**config.mk**
```make
export PLATFORM = sky130hd
export DESIGN_NAME = systolic_feeder
export DESIGN_NICKNAME = d
export VERILOG_FILES = /design/src/rtl/systolic_feeder.sv
export SDC_FILE = /design/constraint.sdc
export NUM_CORES = 1
export LEC_CHECK = 0
export BUFFER_PORTS_ARGS = -buffer_cell sky130_fd_sc_hd__buf_4
export CORE_MARGIN = 2
export CORE_UTILIZATION = 52
export CTS_CLUSTER_SIZE = 12
export DETAILED_ROUTE_END_ITERATION = 8
export GPL_TIMING_DRIVEN = 0
export MAX_ROUTING_LAYER = met4
export PLACE_DENSITY = 0.77
export SLEW_MARGIN = 30
export SYNTH_ARGS = -nofsm -noshare
export SYNTH_HDL_FRONTEND = slang
export SYNTH_SLANG_ARGS = --single-unit
```
**constraint.sdc**
```tcl
create_clock -name clk -period 2.8 [get_ports clk]
set_input_delay 0.14 -clock clk [delete_from_list [all_inputs] [get_ports clk]]
set_output_delay 0.14 -clock clk [all_outputs]
set_load 0.02 [all_outputs]
```
**src/rtl/systolic_feeder.sv**
```systemverilog
// systolic_feeder: buffers one tile of K vectors (N signed lanes each) and
// streams it into the edge PEs of a systolic MAC array as a diagonally
// skewed wavefront. Lane i lags lane 0 by i cycles; idle lane slots are zero.
// A one-cycle acc_clear precedes each tile and a one-cycle done follows it.
module systolic_feeder #(
    parameter int data_size = 8,
    parameter int N         = 4,
    parameter int K         = 4
) (
    input  logic                   clk,
    input  logic                   reset,
    input  logic                   in_valid,
    output logic                   in_ready,
    input  logic [N*data_size-1:0] in_data,
    output logic                   acc_clear,
    output logic                   a_valid,
    output logic [N*data_size-1:0] a_out,
    output logic                   done
);

    localparam int CW = (K > 1) ? $clog2(K) : 1;
    localparam int TW = $clog2(K + N);

    localparam logic [CW-1:0] LOAD_LAST = CW'(K - 1);
    localparam logic [TW-1:0] T_LAST    = TW'(K + N - 2);

    localparam logic [1:0] S_LOAD   = 2'd0;
    localparam logic [1:0] S_CLEAR  = 2'd1;
    localparam logic [1:0] S_STREAM = 2'd2;

    logic [1:0]             state_q, state_d;
    logic [CW-1:0]          load_cnt_q, load_cnt_d;
    logic [TW-1:0]          t_q, t_d;
    logic                   acc_clear_q, acc_clear_d;
    logic                   a_valid_q, a_valid_d;
    logic [N*data_size-1:0] a_out_q, a_out_d;
    logic                   done_q, done_d;
    logic [N*data_size-1:0] buf_q [K];
    logic                   accept;

    assign in_ready  = (state_q == S_LOAD);
    assign accept    = in_valid && in_ready;
    assign acc_clear = acc_clear_q;
    assign a_valid   = a_valid_q;
    assign a_out     = a_out_q;
    assign done      = done_q;

    // Next-state logic; outputs are derived from the next state/time step so
    // that the registered outputs line up with the state they describe.
    always_comb begin
        int diff;
        diff       = 0;
        state_d    = state_q;
        load_cnt_d = load_cnt_q;
        t_d        = t_q;
        done_d     = 1'b0;

        case (state_q)
            S_LOAD: begin
                if (accept) begin
                    if (load_cnt_q == LOAD_LAST) begin
                        load_cnt_d = '0;
                        state_d    = S_CLEAR;
                    end else begin
                        load_cnt_d = load_cnt_q + 1'b1;
                    end
                end
            end
            S_CLEAR: begin
                state_d = S_STREAM;
                t_d     = '0;
            end
            S_STREAM: begin
                if (t_q == T_LAST) begin
                    state_d = S_LOAD;
                    t_d     = '0;
                    done_d  = 1'b1;
                end else begin
                    t_d = t_q + 1'b1;
                end
            end
            default: begin
                state_d = S_LOAD;
            end
        endcase

        acc_clear_d = (state_d == S_CLEAR);
        a_valid_d   = (state_d == S_STREAM);

        // Lane i at step t carries beat t-i; outside the tile it is zero.
        a_out_d = '0;
        if (a_valid_d) begin
            for (int unsigned i = 0; i < N; i++) begin
                diff = int'(t_d) - int'(i);
                if (diff >= 0 && diff < K) begin
                    a_out_d[i*data_size +: data_size] =
                        buf_q[CW'(diff)][i*data_size +: data_size];
                end
            end
        end
    end

    // Control and output registers with synchronous reset; reset aborts a tile.
    always_ff @(posedge clk) begin
        if (reset) begin
            state_q     <= S_LOAD;
            load_cnt_q  <= '0;
            t_q         <= '0;
            acc_clear_q <= 1'b0;
            a_valid_q   <= 1'b0;
            a_out_q     <= '0;
            done_q      <= 1'b0;
        end else begin
            state_q     <= state_d;
            load_cnt_q  <= load_cnt_d;
            t_q         <= t_d;
            acc_clear_q <= acc_clear_d;
            a_valid_q   <= a_valid_d;
            a_out_q     <= a_out_d;
            done_q      <= done_d;
        end
    end

    // Tile buffer: accepted beats are written in arrival order, no reset needed.
    always_ff @(posedge clk) begin
        if (accept) begin
            buf_q[load_cnt_q] <= in_data;
        end
    end

endmodule

```
==> flow_summary.toml <==
[outcome]
status = "completed"

[cts]
numCtsBuffers = 17
cts_tree = "built"
cts_max_level = 4
cts.clk_slew.worst_paths_ns = 0.06
max-clock-path-buffers = 2
clock-root-buffer = "clkbuf_16"
clkSinkCount = 170
insertion_delay_ns = 0.42

[setup_path]
crit_buf_inv = 6
reg2reg_depth = 12
cp.arrival_ns = 2.99
end_kind = "flip-flop"
cp_slowest_cell = "dfxtp_2"
critPathMaxStageDelay_ns = 0.36
cp-startpoint = "state_q[0]$_SDFF_PP0_"
critPathLaunchType = "flip-flop"
critPathRequiredTime_ns = 3.10
reg2reg_to = "a_out[14]$_SDFF_PP0_"
path_class = "flip-flop to flip-flop"
cp_cell_sequence = "inv_1, ha_1, clkbuf_4, nand4b_1, o311a_1, clkbuf_4, buf_6, inv_1, ha_4, clkbuf_8, mux4_2, and2_1"
path_depth = 12
rr_startpoint = "state_q[0]$_SDFF_PP0_"
crit_family = "buffers and inverters"
crit_end = "a_out[14]$_SDFF_PP0_"
cp_max_fo = 10
regToRegSetupSlack_ns = 0.11

[synthesis]
syn_area_per_cell_sq_um = 17.5
yosys.cell_types.count = 42
syn-num-nets = 401
async_reset_ff_share_pct = 0
ys.flop_type = "edfxtp_1"
synth_top_area_share_pct = 61.9
synth_area_sq_mm = 0.00621
yosysTopAreaCell = "edfxtp_1"
synth_warnings = 0
yosys.cell_count.top_type = "edfxtp_1"
synth_area_leaders = "edfxtp_1, dfxtp_1, mux4_2, mux2i_1, a221oi_1"
ys_ff_latch = 170
syn_inst = 355
seq_area_frac_synth_pct = 75.4
synth_common_cells = "edfxtp_1, dfxtp_1, nand2_1"
synth-edff-count = 128

[global_routing]
grt_pass1_wl_microns = 18500
antenna_found_initial = 0
grt_max_degree = 22
overflow = 0
grt_usage_pct = 20.1
grt_pass1_vias = 3632

[route]
dr_wl_met3_microns = 538
via_per_inst = 5.50
vias = 3516
drt_first_pass_iters = 4
met1Wirelength_microns = 4920
routed_wl_microns = 11700
initialDrtViolationCount = 233
wl_per_cell_microns = 18.2
drc = 0
highest_layer = "met4"
met2WireLength_microns = 5970
ant_nets = 0

[layout]
fin_area_sq_mm = 0.00801
fin_cells = 639
area_delta_synth_final_pct = 28.9
n_antenna_cell = 0
fin_nets = 529
post-route-util_pct = 69.5
drive_gt1_share_pct = 30.0

[hold_path]
hp-class = "primary input to flip-flop"

[pwr]
combPwrFrac_pct = 4.3
power_mw = 5.30
power.density_mw_per_mm2 = 662
peakVddDrop_v = 0.000434
p_sw_mw = 1.08
switching_share_pct = 20.4
internal-power_mw = 4.22
p_seq_share_pct = 53.3
clockPowerShare_pct = 42.3
p_leak_nw = 3.12

[placed_design]
place_ws_ns = -0.598
hpwl_microns = 6980
port_buffers = 70
gp_congestion = 0.800
place_area_sq_mm = 0.00703
place_inst = 572

[sta]
max_freq_mhz = 372
max-slew-margin-rel_pct = 62.9
finClkSkew_ns = 0.0109
setup_tns_ns = 0
worst_slack_ns = 0.109
worst_slew_pin_slew_ns = 0.556
holdWs_ns = 0.0265
hold_violations = 0
finalCritPeriodShare_pct = 96.1
setup_violations = 0
slew_viol_final = 0
finalCriticalPeriod_ns = 2.69

[die]
num_io_pins = 71
core_sq_mm = 0.0115
start_util_pct = 53.9
fp.dieH_microns = 113
dieWidth_microns = 113
rows = 39
dieArea_sq_mm = 0.0128

[run]
maxCapViolations = 0
## how the worst min path moves through the flow
stage	startpoint	end	slack [ns]	cells after the start
final	in_valid	load_cnt_q[1]$_SDFFE_PP0P_	0.03	3
after global routing	in_valid	load_cnt_q[1]$_SDFFE_PP0P_	0.03	3
after CTS	in_valid	load_cnt_q[1]$_SDFFE_PP0P_	0.02	3
after detailed placement	in_data[22]	buf_q[3][22]$_DFFE_PP_	0.34	1
after global placement	in_data[15]	buf_q[1][15]$_DFFE_PP_	0.34	1
after floorplan	reset	load_cnt_q[1]$_SDFFE_PP0P_	0.21	1
## placed cells by master, fill, tap and decap left out, types with 2 or more instances in the layout
master,count
clkbuf_1,3
inv_6,3
mux4_2,16
ha_1,9
a221oi_1,16
inv_2,2
clkbuf_8,4
clkbuf_16,17
a21oi_1,17
nor2b_1,8
buf_6,5
nand2b_1,3
nand3b_1,3
nor2_1,10
nand3_1,2
dlygate4sd3_1,33
o21a_1,2
clkinv_4,3
clkinvlp_4,3
nand2_1,26
inv_1,5
buf_16,3
mux2i_1,16
buf_4,75
and2_1,8
and3_2,3
edfxtp_1,128
ha_4,2
o311a_1,2
clkbuf_4,2
buf_12,2
dfxtp_1,41
## state kept, by name, summed over array words and instances (netlist names)
register    count
done            1
t_q             3
buf_q         128
a_valid         1
load_cnt_q      2
a_out          32
acc_clear       1
state_q         2
## power by group through the flow
stage / clock network, mW / logic [mW] / registers, mW
3_3_place_gp: 0 / 0.162 / 2.88
4_1_cts: 2.27 / 0.231 / 2.83
5_1_grt: 2.38 / 0.250 / 2.83
6_report: 2.24 / 0.230 / 2.83
3_5_place_dp: 0 / 0.191 / 2.88
2_1_floorplan: 0 / 0.0769 / 2.88
## final cells by class
class                      instances  area (sq um)
timing repair buffer             111           988
multi-input combinational        161          1410
fill                             724          3510
buffer                            15           144
inverter                           7          26.3
clock inverter                    12           114
sequential                       170          4690
tap                              143           179
clock buffer                      20           467
## tightest hold or removal path, cell delays in order
cell and delay, ns:
buf_4 0.13, nand3_1 0.07, a21oi_1 0.05
## metal layers
metal	vias up	track usage [%]
li1	1633	-
met1	1749	24.1
met2	113	32.3
met3	21	5.25
met4	0	8.94
met5	-	-
## logic make-up after synthesis
logic type      count (synthesis)  synth area share (%)
fa+ha+maj                      11                  2.22
compound gates                 47                  5.30
simple gates                   71                  6.18
buf+inv                        24                  2.52
mux                            32                  8.38
flops                         170                  75.4
## repair_timing
action	CTS	global route
gates resized for setup	7	5
endpoints found under the setup margin	24	20
pin swaps	1	0
hold buffers	33	0
endpoints found under the hold margin	134	0
setup buffers	4	0
Note: power is estimated with default switching activity, not from simulation.
